**config.mk**
```make
export PLATFORM = sky130hd
export DESIGN_NAME = op_aut_mc
export DESIGN_NICKNAME = d
export VERILOG_FILES = /design/src/rtl/op_aut_mc.sv
export SDC_FILE = /design/constraint.sdc
export NUM_CORES = 2
export LEC_CHECK = 0
export ABC_AREA = 0
export BUFFER_PORTS_ARGS = -buffer_cell sky130_fd_sc_hd__buf_2
export CELL_PAD_IN_SITES_DETAIL_PLACEMENT = 0
export CELL_PAD_IN_SITES_GLOBAL_PLACEMENT = 1
export CORE_MARGIN = 2
export CORE_UTILIZATION = 50
export CTS_CLUSTER_SIZE = 28
export DETAILED_ROUTE_END_ITERATION = 10
export PLACE_DENSITY_LB_ADDON = 0.1
export SLEW_MARGIN = 15
export SYNTH_ARGS = -nofsm -noshare
export SYNTH_HDL_FRONTEND = slang
export SYNTH_SLANG_ARGS = --single-unit
```
**constraint.sdc**
```tcl
create_clock -name clock -period 7.6 [get_ports clock]
set_input_delay 1.9 -clock clock [delete_from_list [all_inputs] [get_ports clock]]
set_output_delay 1.9 -clock clock [all_outputs]
set_load 0.02 [all_outputs]
```
**src/rtl/op_aut_mc.sv**
```systemverilog
// Multicycle MIPS-encoded operational automaton: PC, IR, register file, ALU and next-PC
// selection, sequenced FETCH -> DECODE -> EXEC -> WB over a req/ack instruction port.
// Optional build macro OP_AUT_MC_JUMP_EN adds a jump_s input (J-type target, PC_W > 28).
module op_aut_mc #(
  parameter int unsigned     DATA_W    = 32,
  parameter int unsigned     PC_W      = 32,
  parameter int unsigned     REG_COUNT = 32,
  parameter logic [PC_W-1:0] PC_RESET  = '0
) (
  input  logic            clock,
  input  logic            reset,
  output logic            imem_req,
  output logic [PC_W-1:0] imem_addr,
  input  logic            imem_ack,
  input  logic [31:0]     imem_rdata,
  output logic [5:0]      opcode,
  output logic [5:0]      funct,
  output logic            zero,
  input  logic            rd_mux_s,
  input  logic            op2_mux_s,
  input  logic [5:0]      alu_funct,
  input  logic            write,
  input  logic            branch_mux_s,
`ifdef OP_AUT_MC_JUMP_EN
  input  logic            jump_s,
`endif
  output logic            instr_done
);

  localparam int unsigned RegAw = (REG_COUNT > 1) ? $clog2(REG_COUNT) : 1;

  localparam logic [1:0] StFetch  = 2'd0;
  localparam logic [1:0] StDecode = 2'd1;
  localparam logic [1:0] StExec   = 2'd2;
  localparam logic [1:0] StWb     = 2'd3;

  logic [1:0]        state_q, state_d;
  logic [PC_W-1:0]   pc_q, pc_d;
  logic [31:0]       ir_q;
  logic [DATA_W-1:0] a_q, b_q, alu_q;
  logic              zero_q;
  logic [RegAw-1:0]  dest_q;
  logic [DATA_W-1:0] rf_q [REG_COUNT];

  logic [RegAw-1:0]  rs_idx, rt_idx, rd_idx;
  logic [DATA_W-1:0] simm, op2, alu_res;
  logic [PC_W-1:0]   pc_plus4, br_off;

  assign rs_idx = ir_q[21 +: RegAw];
  assign rt_idx = ir_q[16 +: RegAw];
  assign rd_idx = ir_q[11 +: RegAw];
  assign simm   = DATA_W'($signed(ir_q[15:0]));

  // Outputs; the request is masked while reset is held so a pending fetch is abandoned.
  assign imem_req   = reset && (state_q == StFetch);
  assign imem_addr  = pc_q;
  assign opcode     = ir_q[31:26];
  assign funct      = ir_q[5:0];
  assign zero       = zero_q;
  assign instr_done = reset && (state_q == StWb);

  // ALU: operand select and function decode; unknown codes yield zero.
  always_comb begin
    op2     = op2_mux_s ? simm : b_q;
    alu_res = '0;
    case (alu_funct)
      6'h20:   alu_res = a_q + op2;
      6'h22:   alu_res = a_q - op2;
      6'h24:   alu_res = a_q & op2;
      6'h25:   alu_res = a_q | op2;
      6'h26:   alu_res = a_q ^ op2;
      6'h2A:   alu_res = {{(DATA_W-1){1'b0}}, ($signed(a_q) < $signed(op2))};
      default: alu_res = '0;
    endcase
  end

  // Next-PC selection; all arithmetic wraps modulo 2^PC_W.
  always_comb begin
    pc_plus4 = pc_q + PC_W'(4);
    br_off   = PC_W'($signed(ir_q[15:0])) << 2;
    pc_d     = branch_mux_s ? (pc_plus4 + br_off) : pc_plus4;
`ifdef OP_AUT_MC_JUMP_EN
    if (jump_s) pc_d = {pc_plus4[PC_W-1:28], ir_q[25:0], 2'b00};
`endif
  end

  // Sequencer next state: FETCH waits for the ack, the other states advance unconditionally.
  always_comb begin
    state_d = state_q;
    unique case (state_q)
      StFetch:  if (imem_ack) state_d = StDecode;
      StDecode: state_d = StExec;
      StExec:   state_d = StWb;
      StWb:     state_d = StFetch;
      default:  state_d = StFetch;
    endcase
  end

  // Datapath registers and register file, synchronous active-low reset.
  always_ff @(posedge clock) begin
    if (!reset) begin
      state_q <= StFetch;
      pc_q    <= PC_RESET;
      ir_q    <= '0;
      a_q     <= '0;
      b_q     <= '0;
      alu_q   <= '0;
      zero_q  <= 1'b0;
      dest_q  <= '0;
      for (int i = 0; i < REG_COUNT; i++) rf_q[i] <= '0;
    end else begin
      state_q <= state_d;
      unique case (state_q)
        StFetch: begin
          if (imem_ack) ir_q <= imem_rdata;
        end
        StDecode: begin
          a_q <= rf_q[rs_idx];
          b_q <= rf_q[rt_idx];
        end
        StExec: begin
          alu_q  <= alu_res;
          zero_q <= (alu_res == '0);
          dest_q <= rd_mux_s ? rd_idx : rt_idx;
        end
        StWb: begin
          // Register 0 is never written, so it always reads zero.
          if (write && (dest_q != '0)) rf_q[dest_q] <= alu_q;
          pc_q <= pc_d;
        end
        default: ;
      endcase
    end
  end

endmodule

```
Word-level counts from Yosys, hierarchy flattened
Memories as Yosys holds them, arrays and structs flattened. A register that Yosys moved wholly into a read port is not among the register bits.
Index checks and enable logic that the tools add are counted.

storage, ports and cells
  bits of input ports = 45
  RAM bits = 1024
  output and inout port bits = 47
  logic and storage cells = 49
  memories = 1
  register bits after elaboration = 104

memories
  name  words  width  rd ports  clocked after memory_dff  wr ports  line  text
  rf_q  32     32     2         2                         32        43    logic [DATA_W-1:0] rf_q [REG_COUNT];

operators by class
  add/subtract/negate cells = 4
  equality and inequality tests = 10
  order comparisons = 1
  reductions and logical operators = 10
  bitwise gates (word level) = 3
  mux-type cells = 14

operator list
  operator               number
  $pmux 32 s6            1
  $mux 32                3
  $add 32x32->32         2
  $eq 6x6->1 const B     6
  $add 32x3->32 const B  1
  $and 32x32->32         1
  $logic_not 32->1       1
  $lt 32x32->1           1
  $or 32x32->32          1
  $reduce_or 32->1       1
  $sub 32x32->32         1
  $xor 32x32->32         1
  $mux 5                 2
  $pmux 2 s4             1
  $mux 1                 6
  $reduce_bool 5->1      1
  $eq 2x2->1 const B     2
  $logic_and 1x1->1      3
  $eq 2x1->1 const B     1
  $logic_not 1->1        2
  $logic_not 2->1        1
  $mux 2                 1
  $ne 2x2->1 const B     1
  $reduce_and 2->1       1

Depth between registers and ports, before layout
  word-level depth = 8
  mapped depth = 20
  depth with buffers taken out = 19

Least setup slack after synthesis
OpenSTA, ideal clock, no wires.

  path type = input -> register
  start = in op2_mux_s
  end = reg zero_q (netlist: zero)
  setup slack = 1.468 ns
  data required time = 7.531 ns
  cell stages on the path = 17
  library setup time = 0.069 ns
  arrival time = 6.063 ns
  path through = clkbuf_1 clkbuf_1 mux2i_1 inv_1 ha_1 fa_1 a21o_1 a221o_1 a32oi_2 nand3_1 and2_1 o311a_1 o21a_1 a211o_1 a2111oi_2 nand4_1 o21ai_1

on the way
  longest elaborated chain between the ends = 4
  elaborated cells on any way between the ends = 9

RTL lines
  item                                    line  text
  from (decl)                             20    input logic op2_mux_s,
  $mux 32 *                               64    op2 = op2_mux_s ? simm : b_q;
  $sub 32x32->32 (tied with other cells)  68    6'h22: alu_res = a_q - op2;
  $pmux 32 s6 *                           66    case (alu_funct)
  $logic_not 32->1 *                      123   zero_q <= (alu_res == '0);
  to (signal assigned)                    123
  to (decl)                               41    logic zero_q;

Mark *: on every way between the ends. The rest lies on a longest branch, timed or not.
A chain may end at the register's enable or synchronous reset.

Final worst setup path
Same ends and word-level chain as after synthesis.

==> out/metrics.cfg <==
[detailed_routing]
ant_nets=0
wl_per_cell_um=33.46
viasPerCell=6.600
route.detailed.drc=0
first_pass_iters=5
routed_wl_um=230400
first_iter_violations=5909
vias=45435

[setup_path]
crit_type=in -> reg
r2r-end=imem_addr[31]
r2r-start=imem_addr[2]
start_kind=input port
cp-end-kind=register
worst-r2r-setup-slack_ns=2.41
max_stage_delay_ns=0.65
crit_required_ns=8.30
r2r_cells=19
cp.arrival_ns=6.39
cp_max_fo=10
path_cells=buf_2, mux2i_1, inv_1, ha_1, inv_1, fa_1, nand2b_1, a211oi_1, o2111ai_1, a31o_1, a211oi_1, o2111a_1, and4_1, nand4_1, nor4_1, nand4_1, o21ai_1
startpoint=op2_mux_s
crit_slowest_cell=a211oi_1

[clock_network]
path_clk_slew_ns=0.06
clock_sinks=1190
numCtsBuffers=135
ctsResizeCount=0
htreeDepth=4
cts_tree=built
post-cts-setup-buffers=0
cts.hold.buffers_added=0
clk_path_buf_depth=3
clk_latency_ns=0.79
root_buffer=clkbuf_16

[placed_design]
dpl_cell_area_um2=70450
preCtsSetupSlack_ns=1.206
portBuffers=89
gp_congestion=0.8987
hpwl_um=144100

[timing]
slew_headroom=0.1197
setup_slack_ns=1.909
min_period_ns=5.691
worstMarginPinSlew_ns=1.310
fmax_ghz=0.1757
final_max_slew_viol_count=0
tns_ns=0
hold_violations=0
post-route-period-util=0.7488
fin_worst_skew_ns=0.03323
setup_viol=0
rsz0062_at_grt=false

[logic_synthesis]
synth_seq_cells=1190
netlist_instances=5070
ys_seq_area_frac=0.5019
synthesis.area_um2=67880
yosysWarnings=0
synth_edf_count=1024
syn_area_per_cell_um2=13.39
ys.flop_type=edfxtp_1
synth_cell_type_count=86
async_flop_share=0

[cells_and_area]
fin_area_um2=74680
finalNetCount=5172
final_util=0.5527
fillers=11024
multiInputGateArea_um2=32080
drive_gt1_frac=0.2256
syn_to_final_growth_pct=10.01
seqCellArea_um2=34110
mostFrequentLayoutCells=edfxtp_1 (1024), and2_1 (1012), mux4_2 (640)
final_common_cell=edfxtp_1

[pwr]
p_leak_nw=26.34
cellPowerDensity_nw_per_um2=285.9
irDropWorstVdd_uv=253.6

[run]
max-cap-violations=0

[grt]
grt_usage=0.3356
overflow=0
grt_first_pass_wirelength_um=328500
grt_max_degree=120
first_global_vias=44721
antenna_found_initial=22

[floorplanning]
dieHeight_um=372.5
row_count=135
initial_utilization=0.5024
die_w_um=372.5
die_area_um2=138700
coreArea_um2=135100
ioPinCount=92

[worst_hold_path]
min_delay_path_depth=2
hold_class=reg -> reg
hold_start=ir_q[27]
min_to=ir_q[27]

[outcome]
status=finished, final reports clean

==> kinds of logic (layout without fill, tap and decap cells) <==
family / after synthesis / count (layout) / share of synthesized area
buffers and inverters: 595 / 586 / 0.03417
xor gates and xnor gates: 46 / 46 / 0.005935
AOI/OAI and AO/OA: 669 / 669 / 0.06540
DFF: 1190 / 1190 / 0.5019
and+or+nand+nor: 1689 / 1689 / 0.1392
muxes: 739 / 739 / 0.2269
other: 1 / 43 / 0.00005524
adders and majority gates: 141 / 141 / 0.02632
==> how the worst max path moves through the flow <==
stage,endpoint,cells after the start
CTS,zero,15
global placement,zero,15
global route,zero,15
floorplan,zero,17
finish,zero,17
detailed placement,zero,15
==> cells in the mapped netlist, drive strengths merged, types with 15 or more instances <==
library cell / instances / area, µm²
edfxtp: 1024 / 30750
and2: 1012 / 6331
mux4: 640 / 14410
clkbuf: 380 / 1426
nor2: 241 / 904.6
a21oi: 186 / 930.9
nand2: 173 / 649.4
dfxtp: 166 / 3323
ha: 138 / 1727
o21ai: 121 / 605.6
a211oi: 119 / 893.4
inv: 112 / 420.4
buf: 102 / 469.2
mux2i: 98 / 980.9
nand3: 57 / 285.3
nor3: 52 / 260.3
nand2b: 35 / 219.0
xnor2: 32 / 280.3
and3: 30 / 187.7
a21o: 28 / 210.2
a31oi: 20 / 125.1
nor2b: 16 / 100.1
o21a: 15 / 112.6
or3: 15 / 93.84
==> critical path, delay by kind of cell <==
| family | cells | cell delay, ns |
|---|---|---|
| AND/OR/NAND/NOR | 5 | 1.19 |
| adder cells (fa/ha/maj) | 2 | 0.44 |
| AO/OA/AOI/OAI | 6 | 1.99 |
| buffers and inverters | 3 | 0.53 |
| multiplexers | 1 | 0.34 |
==> metrics by stage <==
stage / hold WS [ns] / total power [mW] / cells
floorplan: 0.4367 / 12.59 / 5103
global placement: 0.4402 / 15.03 / 6630
detailed placement: 0.4487 / 15.03 / 6630
global route: 0.4730 / 22.14 / 6876
CTS: 0.4568 / 21.31 / 6875
finish: 0.4595 / 21.35 / 6884
==> registers in the layout (all words and copies together) (netlist names) <==
name,cells
zero,1
alu_q,32
b_q,32
rf_q,1024
imem_addr,30
dest_q,5
state_q,2
a_q,32
ir_q,32
==> layer usage <==
metal,track usage,up-vias,share of wire
li1,-,19082,-
met3,0.05800,507,0.092
met1,0.4677,23460,0.40
met2,0.5308,2376,0.47
met4,0.1256,10,0.039
met5,0,-,0.00025
==> cell type report <==
class / count / share of cell area
flip-flops and latches: 1190 / 0.4567
multi-input cells: 3318 / 0.4296
clock buffers: 184 / 0.05021
well taps: 1781 / 0.02984
repair buffers: 228 / 0.02148
clock inverters: 61 / 0.006048
inverters: 113 / 0.005780
diodes: 9 / 0.0003016
==> report_power, final <==
group | total [mW] | internal, mW | switching (mW)
sequential | 8.19 | 7.52 | 0.668
clock | 6.33 | 3.60 | 2.73
combinational | 6.83 | 2.59 | 4.24
Power figures use the tool's default switching activity.
